===== src/rtl/instr_fetch_unit.sv =====
// ---------------------------------------------------------------------------
// instr_fetch_unit
//
// Fetch and branch-resolution front end of the 8-bit CPU. Reads the 128x8
// synchronous program ROM, absorbs its one-cycle read latency, assembles one-
// and two-byte instructions and hands non-branch instructions to execute over
// a valid/ready handshake. The nine branches (0x20-0x28) are resolved here
// against the {N,Z,V,C} flags and are never issued. Illegal opcodes and any
// attempt to address past the ROM end park the unit in a sticky fault state
// that only reset leaves.
//
// Ports:
//   clk           system clock, rising edge
//   reset         asynchronous, active-low reset
//   rom_address   registered ROM address
//   rom_data      ROM data_out, valid the cycle after an address is captured
//   flags         {N,Z,V,C} from execute, sampled only when resolving a branch
//   instr_valid   opcode/operand hold a complete instruction
//   instr_ready   execute accepts the instruction
//   opcode        registered opcode
//   operand       registered second byte, 0 for one-byte instructions
//   pc_out        address of the next byte to fetch
//   branch_taken  one-cycle pulse after a branch loads the PC
//   fault         sticky error flag
// ---------------------------------------------------------------------------
module instr_fetch_unit #(
    parameter int ROM_DEPTH = 128
) (
    input  logic       clk,
    input  logic       reset,
    output logic [7:0] rom_address,
    input  logic [7:0] rom_data,
    input  logic [3:0] flags,
    output logic       instr_valid,
    input  logic       instr_ready,
    output logic [7:0] opcode,
    output logic [7:0] operand,
    output logic [7:0] pc_out,
    output logic       branch_taken,
    output logic       fault
);

    typedef enum logic [2:0] {
        S_OP_REQ,
        S_OP_CAP,
        S_ARG_REQ,
        S_ARG_CAP,
        S_ISSUE,
        S_BRANCH,
        S_FAULT
    } state_t;

    typedef enum logic [1:0] {
        C_ONE,
        C_TWO,
        C_BRANCH,
        C_ILLEGAL
    } op_class_t;

    state_t     state, state_d;
    logic [7:0] pc, pc_d, pc_inc;
    logic [7:0] opcode_d, operand_d, rom_address_d;
    logic       instr_valid_d, branch_taken_d, fault_d;
    op_class_t  cap_class;
    logic       cond_true;

    function automatic op_class_t classify(input logic [7:0] op);
        if (op >= 8'h42 && op <= 8'h4C)
            return C_ONE;
        else if ((op >= 8'h86 && op <= 8'h89) || op == 8'h96 || op == 8'h97)
            return C_TWO;
        else if (op >= 8'h20 && op <= 8'h28)
            return C_BRANCH;
        else
            return C_ILLEGAL;
    endfunction

    // Branch condition selected by the low nibble of a branch opcode.
    // f = {N,Z,V,C}.
    function automatic logic branch_cond(input logic [3:0] sel, input logic [3:0] f);
        case (sel)
            4'h0:    return 1'b1;   // BRA
            4'h1:    return  f[3];  // BMI
            4'h2:    return !f[3];  // BPL
            4'h3:    return  f[2];  // BEQ
            4'h4:    return !f[2];  // BNE
            4'h5:    return  f[1];  // BVS
            4'h6:    return !f[1];  // BVC
            4'h7:    return  f[0];  // BCS
            4'h8:    return !f[0];  // BCC
            default: return 1'b0;
        endcase
    endfunction

    function automatic logic addr_ok(input logic [7:0] a);
        return int'({1'b0, a}) < ROM_DEPTH;
    endfunction

    assign pc_out    = pc;
    assign pc_inc    = pc + 8'd1;
    assign cap_class = classify(rom_data);
    assign cond_true = branch_cond(opcode[3:0], flags);

    // State register.
    always_ff @(posedge clk or negedge reset) begin
        // NOTE: sequential state uses non-blocking assignments so every
        // register samples the pre-edge value of every other register.
        if (!reset)
            state <= S_OP_REQ;
        else
            state <= state_d;
    end

    // Next values of pc, opcode and operand. These depend only on the
    // current state, so the next-state logic below can consult pc_d to
    // veto out-of-range address loads.
    always_comb begin
        // NOTE: every variable gets a default first so no path through the
        // block leaves it unassigned, which would infer a latch.
        pc_d      = pc;
        opcode_d  = opcode;
        operand_d = operand;
        case (state)
            S_OP_CAP: begin
                opcode_d = rom_data;
                pc_d     = pc_inc;
                if (cap_class == C_ONE)
                    operand_d = 8'h00;
            end
            S_ARG_CAP: begin
                operand_d = rom_data;
                pc_d      = pc_inc;
            end
            S_BRANCH: begin
                if (cond_true)
                    pc_d = operand;
            end
            default: ;
        endcase
    end

    // Next-state logic.
    always_comb begin
        state_d = state;
        case (state)
            S_OP_REQ:  state_d = S_OP_CAP;
            S_OP_CAP: begin
                case (cap_class)
                    C_ONE:           state_d = S_ISSUE;
                    C_TWO, C_BRANCH: state_d = S_ARG_REQ;
                    default:         state_d = S_FAULT;
                endcase
            end
            S_ARG_REQ: state_d = S_ARG_CAP;
            S_ARG_CAP: state_d = (classify(opcode) == C_BRANCH) ? S_BRANCH : S_ISSUE;
            S_ISSUE: begin
                if (instr_ready)
                    state_d = S_OP_REQ;
            end
            S_BRANCH:  state_d = S_OP_REQ;
            default:   state_d = S_FAULT;
        endcase
        // Entering a *_REQ state is the only time rom_address is reloaded
        // (with pc_d). An address past the ROM end diverts to FAULT instead,
        // leaving the offending value visible on pc_out.
        if ((state_d == S_OP_REQ || state_d == S_ARG_REQ) && !addr_ok(pc_d))
            state_d = S_FAULT;
    end

    // Output logic: next values of the registered outputs, derived from the
    // state being entered so every output is glitch-free.
    always_comb begin
        rom_address_d = rom_address;
        if (state_d == S_OP_REQ || state_d == S_ARG_REQ)
            rom_address_d = pc_d;
        instr_valid_d  = (state_d == S_ISSUE);
        branch_taken_d = (state == S_BRANCH) && cond_true && (state_d == S_OP_REQ);
        fault_d        = (state_d == S_FAULT);
    end

    // Datapath and output registers.
    always_ff @(posedge clk or negedge reset) begin
        if (!reset) begin
            pc           <= 8'h00;
            opcode       <= 8'h00;
            operand      <= 8'h00;
            rom_address  <= 8'h00;
            instr_valid  <= 1'b0;
            branch_taken <= 1'b0;
            fault        <= 1'b0;
        end else begin
            pc           <= pc_d;
            opcode       <= opcode_d;
            operand      <= operand_d;
            rom_address  <= rom_address_d;
            instr_valid  <= instr_valid_d;
            branch_taken <= branch_taken_d;
            fault        <= fault_d;
        end
    end

endmodule


===== config.mk =====
export PLATFORM = sky130hd
export DESIGN_NAME = instr_fetch_unit
export DESIGN_NICKNAME = d
export VERILOG_FILES = /design/src/rtl/instr_fetch_unit.sv
export SDC_FILE = /design/constraint.sdc
export NUM_CORES = 1
export LEC_CHECK = 0
export CAP_MARGIN = 0
export CORE_MARGIN = 5
export CORE_UTILIZATION = 35
export DETAILED_ROUTE_END_ITERATION = 12
export GPL_TIMING_DRIVEN = 0
export PLACE_DENSITY_LB_ADDON = 0.1
export SLEW_MARGIN = 40
export SYNTH_ARGS = -nofsm -noshare
export SYNTH_HDL_FRONTEND = slang
export SYNTH_SLANG_ARGS = --single-unit

===== constraint.sdc =====
create_clock -name clk -period 5.1 [get_ports clk]
set_clock_uncertainty 0.05 [all_clocks]
set_input_delay 1.02 -clock clk [delete_from_list [all_inputs] [get_ports clk]]
set_output_delay 1.02 -clock clk [all_outputs]
set_load 0.01 [all_outputs]

Word-level counts from Yosys, hierarchy flattened
Index checks and enable logic that the tools add are counted.
{"block": "totals", "ff_bits": 38, "input_bits": 15, "output_inout_bits": 35}
{"block": "op_classes", "n_addsub": 1, "magnitude_cmp": 13, "eq_ne": 25, "muxes": 17, "reduce_logical": 29}
{"op": "$eq A8 B8 Y1 const B", "count": 4}
{"op": "$pmux W8 S2", "count": 2}
{"op": "$pmux W3 S6", "count": 1}
{"op": "$eq A4 B3 Y1 const B", "count": 4}
{"op": "$ge A8 B6 Y1 const B", "count": 2}
{"op": "$ge A8 B7 Y1 const B", "count": 2}
{"op": "$ge A8 B8 Y1 const B", "count": 2}
{"op": "$le A8 B6 Y1 const B", "count": 2}
{"op": "$le A8 B7 Y1 const B", "count": 2}
{"op": "$le A8 B8 Y1 const B", "count": 2}
{"op": "$mux W8", "count": 2}
{"op": "$eq A3 B2 Y1 const B", "count": 4}
{"op": "$eq A3 B3 Y1 const B", "count": 4}
{"op": "$mux W2", "count": 5}
{"op": "$logic_and A1 B1 Y1", "count": 9}
{"op": "$logic_not A3 Y1", "count": 3}
{"op": "$pmux W1 S9", "count": 1}
{"op": "$add A8 B1 Y8 const B", "count": 1}
{"op": "$eq A4 B2 Y1 const B", "count": 2}
{"op": "$lt A8 B8 Y1 const B", "count": 1}
{"op": "$logic_or A1 B1 Y1", "count": 6}
{"op": "$mux W3", "count": 2}
{"op": "$pmux W3 S2", "count": 1}
{"op": "$logic_not A1 Y1", "count": 5}
{"op": "other kinds (12)", "count": 16}

Depth between registers and ports, before layout
{"block": "logic_depth", "ltp_word": 16, "ltp_mapped": 11, "ltp_nobuf": 11}

Least setup slack after synthesis
No wires, ideal clock.
{"block": "synth_timing", "path_kind": "input to register", "start": "in rom_data[2]", "end": "reg rom_address[0]", "t_arrival_ps": 3372, "t_required_ps": 4925, "path_slack_ps": 1553, "cell_stages": 11, "path_buffers": 0, "path_cell_list": "or4b_2 -> o21ai_0 -> nand3_1 -> nand2_1 -> ha_1 -> o21bai_1 -> a22oi_1 -> inv_1 -> or2_2 -> nor4_4 -> mux2_2"}
{"block": "synth_between", "elab_chain_len": 16}
{"element": "start: declaration", "line_no": "32", "text": "input logic [7:0] rom_data,"}
{"element": "$ge A8 B8 Y1 or $le A8 B8 Y1 (tied branches)", "line_no": "70", "text": "else if ((op >= 8'h86 && op <= 8'h89) || op == 8'h96 || op == 8'h97)"}
{"element": "$logic_and A1 B1 Y1", "line_no": "70"}
{"element": "$logic_or A1 B1 Y1 (2 in a row)", "line_no": "70"}
{"element": "$mux W2", "line_no": "70"}
{"element": "$mux W2 *", "line_no": "68", "text": "if (op >= 8'h42 && op <= 8'h4C)"}
{"element": "$eq A2 B1 Y1 or $eq A2 B2 Y1 (tied branches)", "line_no": "148", "text": "case (cap_class)"}
{"element": "$reduce_or A2 Y1", "line_no": "148"}
{"element": "$pmux W3 S2 *", "line_no": "148"}
{"element": "$pmux W3 S6 *", "line_no": "145", "text": "case (state)"}
{"element": "$eq A3 B2 Y1 or $logic_not A3 Y1 (tied branches)", "line_no": "166", "text": "if ((state_d == S_OP_REQ || state_d == S_ARG_REQ) && !addr_ok(pc_d))"}
{"element": "$logic_or A1 B1 Y1", "line_no": "166"}
{"element": "$logic_and A1 B1 Y1", "line_no": "166"}
{"element": "$mux W3 *", "line_no": "166"}
{"element": "$eq A3 B2 Y1 or $logic_not A3 Y1 (tied branches)", "line_no": "174", "text": "if (state_d == S_OP_REQ || state_d == S_ARG_REQ)"}
{"element": "$logic_or A1 B1 Y1 *", "line_no": "174"}
{"element": "end signal: assignment", "line_no": "195", "text": "rom_address <= rom_address_d;"}
{"element": "end: declaration", "line_no": "31", "text": "output logic [7:0] rom_address,"}
Every way passes the cells marked *; elsewhere a longest branch is shown, timed or not.
A chain may end at the register's enable or synchronous reset.

Worst setup path after layout
{"block": "layout_timing", "start": "in rom_data[2]", "end": "reg rom_address[5]"}
The elaborated chain is that of the path after synthesis.

==> impl_metrics.py <==
metrics = {
    "layout": {
        "finish.net_count": 251,
        "final-instance-count-excl-fill": 306,
        "syn_to_final_growth_pct": 35.1,
        "stdcell_area_sq_um": 2640,
        "multi_input_gate_area_in_the_final_layout_sq_um": 962,
        "layout_common_cells": "sky130_fd_sc_hd__clkdlybuf4s50_1, sky130_fd_sc_hd__dfrtp_1, sky130_fd_sc_hd__mux2_2, sky130_fd_sc_hd__nand2_1",
        "num-fill-cells": 530,
        "area_of_all_sequential_standard_cells_sq_um": 951,
        "most_frequent_standard_cell_in_the_layout_excluding_fill_and_tap_cells": "sky130_fd_sc_hd__clkdlybuf4s50_1",
        "layout-drive-gt1-share": 0.145,
        "n_antenna_cell": 0,
    },
    "synthesis": {
        "synth_warnings": 0,
        "netlist_instances": 177,
        "synth-seq-area-share": 0.487,
        "most_frequently_used_flop_master_after_synthesis": "sky130_fd_sc_hd__dfrtp_1",
        "mappedNetlistArea_sq_um": 1950,
        "synthesis.area_per_instance_sq_um": 11.0,
        "ys_types": 46,
        "ys_seq_elements": 38,
        "synthesis.nets": 195,
        "synth_edf_count": 0,
        "asyncSetResetFlopFracSynth": 1.00,
    },
    "worst_hold_path": {
        "hold_start": "rom_address[7]",
        "hp-class": "register to register",
    },
    "clock_network": {
        "cts.repair.resized": 0,
        "h-tree-depth": 2,
        "cts_buffer_depth": 2,
        "cts_hold_buffers": 0,
        "post_cts_buffers": 0,
        "clk_pin_slew_worst_paths_ns": 0.08,
        "cts_tree": "done",
        "cts_root_buf": "sky130_fd_sc_hd__clkbuf_8",
        "numClockSinks": 38,
        "insertion_delay_ns": 0.29,
        "cts_made_buffers": 5,
    },
    "floorplanning": {
        "rows": 27,
        "design.portCount": 50,
        "core_area_sq_um": 5470,
        "die_outline_width_microns": 84.7,
        "die_area_sq_um": 7180,
        "initial_cell_density_of_the_core": 0.357,
        "chipHeight_microns": 84.7,
    },
    "timing": {
        "min_period_ns": 4.17,
        "count_of_endpoints_failing_setup_in_the_final_report": 0,
        "final-max-slew-violation-count": 0,
        "fmaxAchievable_ghz": 0.240,
        "setup_slack_ns": 0.932,
        "maxSlewHeadroom": 0.557,
        "number_of_endpoints_with_negative_hold_slack_in_the_final_report": 0,
        "min_period_over_period": 0.817,
        "worst-slew-pin-transition_ns": 0.661,
        "final.setup.tns_ns": 0,
        "rsz0062_at_grt": "false",
    },
    "placement": {
        "gp_congestion": 0.783,
        "dpl_cell_area_sq_um": 2530,
        "placed_wire_length_estimate_after_detailed_placement_microns": 3620,
        "port_buffers": 49,
        "placed_cells": 298,
        "dpl_worst_slack_ns": 0.614,
    },
    "critical_path": {
        "critPathBufInv": 2,
        "critPathKind": "input pin to register",
        "setup.worst_path.start": "rom_data[2]",
        "cp.required_ns": 5.23,
        "worst-r2r-setup-slack_ns": 2.14,
        "end_kind": "register",
        "worst_setup_path_start_kind": "input pin",
        "crit_chain": "clkdlybuf4s50_1 -> or4b_2 -> o21ai_0 -> nand3_1 -> nand2_1 -> ha_1 -> o21bai_1 -> a22oi_1 -> inv_1 -> or2_2 -> nor4_4 -> mux2_2",
        "critPathArrivalTime_ns": 4.30,
        "critPathMaxStageDelay_ns": 0.70,
        "critical_path.top_delay_family": "simple AND/OR/NAND/NOR gates",
        "critical_path.max_fanout": 8,
        "regToRegStartpoint": "opcode[1]",
        "master_of_the_slowest_instance_on_the_critical_path": "sky130_fd_sc_hd__or4b_2",
    },
    "pwr": {
        "power_frac_comb": 0.509,
        "power_density_nw_per_um2": 641,
        "seq_power_share": 0.340,
        "power.net_switching_w": 0.000649,
        "cell_internal_power_w": 0.00104,
        "p_sw_frac": 0.384,
        "maximum_vdd_ir_drop_mv": 0.213,
        "total_leakage_power_nw": 1.06,
        "power.share.clock": 0.151,
    },
    "detailed_routing": {
        "final_antenna_net_count": 0,
        "drtIter0Drc": 128,
        "routed_wirelength_microns": 4980,
        "routedWlPerCell_microns": 16.3,
        "drt_pass1_iterations": 4,
        "route.detailed.vias_per_inst": 5.29,
        "detailroute.via_count": 1618,
        "total_drc_errors_in_the_routed_layout": 0,
    },
    "global_routing": {
        "grt_first_pass_wirelength_microns": 8210,
        "grt_pass1_vias": 1596,
        "number_of_antenna_violations_at_the_first_check_in_global_routing": 0,
        "grt.total_usage": 0.143,
        "globalRouteOverflowTotal": 0,
        "grt_max_degree": 39,
    },
    "status": {
        "outcome": "finished clean",
    },
    "flow_run": {
        "drv_cap": 0,
    },
}
[through the flow]
stage                util  hold slack, ns  power, W
global placement    0.463           0.428   0.00144
floorplan               -           0.473   0.00105
detailed placement  0.463           0.433   0.00145
finish              0.483           0.450   0.00169
global route        0.483           0.481   0.00182
CTS                 0.483           0.455   0.00171
[final cells by class]
cell class                 count  share of cell area
sequential                    38               0.360
clock inverter                 3              0.0152
inverter                       6             0.00853
timing repair buffer          49               0.185
tap                           72              0.0341
clock buffer                   5              0.0261
multi-input combinational    128               0.364
buffer                         5             0.00711
[synthesized netlist by cell type (all sizes together) (2+ instances only)]
library cell,instances,area share
dfrtp,38,0.49
mux2,17,0.098
nand2,12,0.023
a21oi,8,0.020
a22o,8,0.036
nor2,7,0.013
o211ai,7,0.027
inv,6,0.012
nand3,6,0.015
nor3,6,0.015
o21ai,6,0.015
clkbuf,4,0.0077
nand2b,4,0.013
nand4,4,0.013
ha,3,0.019
nor2b,3,0.0096
nor4b,3,0.013
o311ai,3,0.022
a22oi,2,0.0077
nand3b,2,0.0077
o21bai,2,0.0077
o31ai,2,0.0077
or3,2,0.0064
xnor2,2,0.0090
[power groups by stage]
| stage | clock network, W | logic (W) | registers [W] |
|---|---|---|---|
| finish | 0.000256 | 0.000862 | 0.000575 |
| global route | 0.000273 | 0.000943 | 0.000600 |
| CTS | 0.000262 | 0.000871 | 0.000576 |
| detailed placement | 0 | 0.000866 | 0.000580 |
| global placement | 0 | 0.000857 | 0.000581 |
| floorplan | 0 | 0.000452 | 0.000603 |
[kinds of logic (layout without fill, tap and decap cells)]
kind of cell,after synthesis,count (layout),synth area share
adders and majority gates,3,3,0.0192
DFF,38,38,0.487
and+or+nand+nor,58,58,0.172
xor gates and xnor gates,2,2,0.00896
AOI/OAI and AO/OA,48,48,0.194
muxes,17,17,0.0979
buffers and inverters,11,68,0.0211
[flip-flops by register name, indices dropped and copies added (netlist names)]
signal / count
instr_valid: 1
opcode: 8
pc_out: 8
rom_address: 8
branch_taken: 1
state: 3
operand: 8
fault: 1
[path summary, 6_finish.rpt]
kind	end	cells past startpoint
max	rom_address[5]	12
min	rom_address[7]	1
max reg2reg	rom_address[5]	6
min reg2reg	rom_address[7]	1
max in group asynchronous	pc_out[2]	1
min in group asynchronous	instr_valid	1
[per-layer routing]
| layer | track usage | vias up | wire (microns) |
|---|---|---|---|
| li1 | - | 787 | - |
| met1 | 0.214 | 782 | 2590 |
| met2 | 0.198 | 42 | 2080 |
| met3 | 0.0373 | 7 | 246 |
| met4 | 0.0475 | 0 | 68 |
| met5 | 0 | - | 0 |
Power figures use the tool's default switching activity.
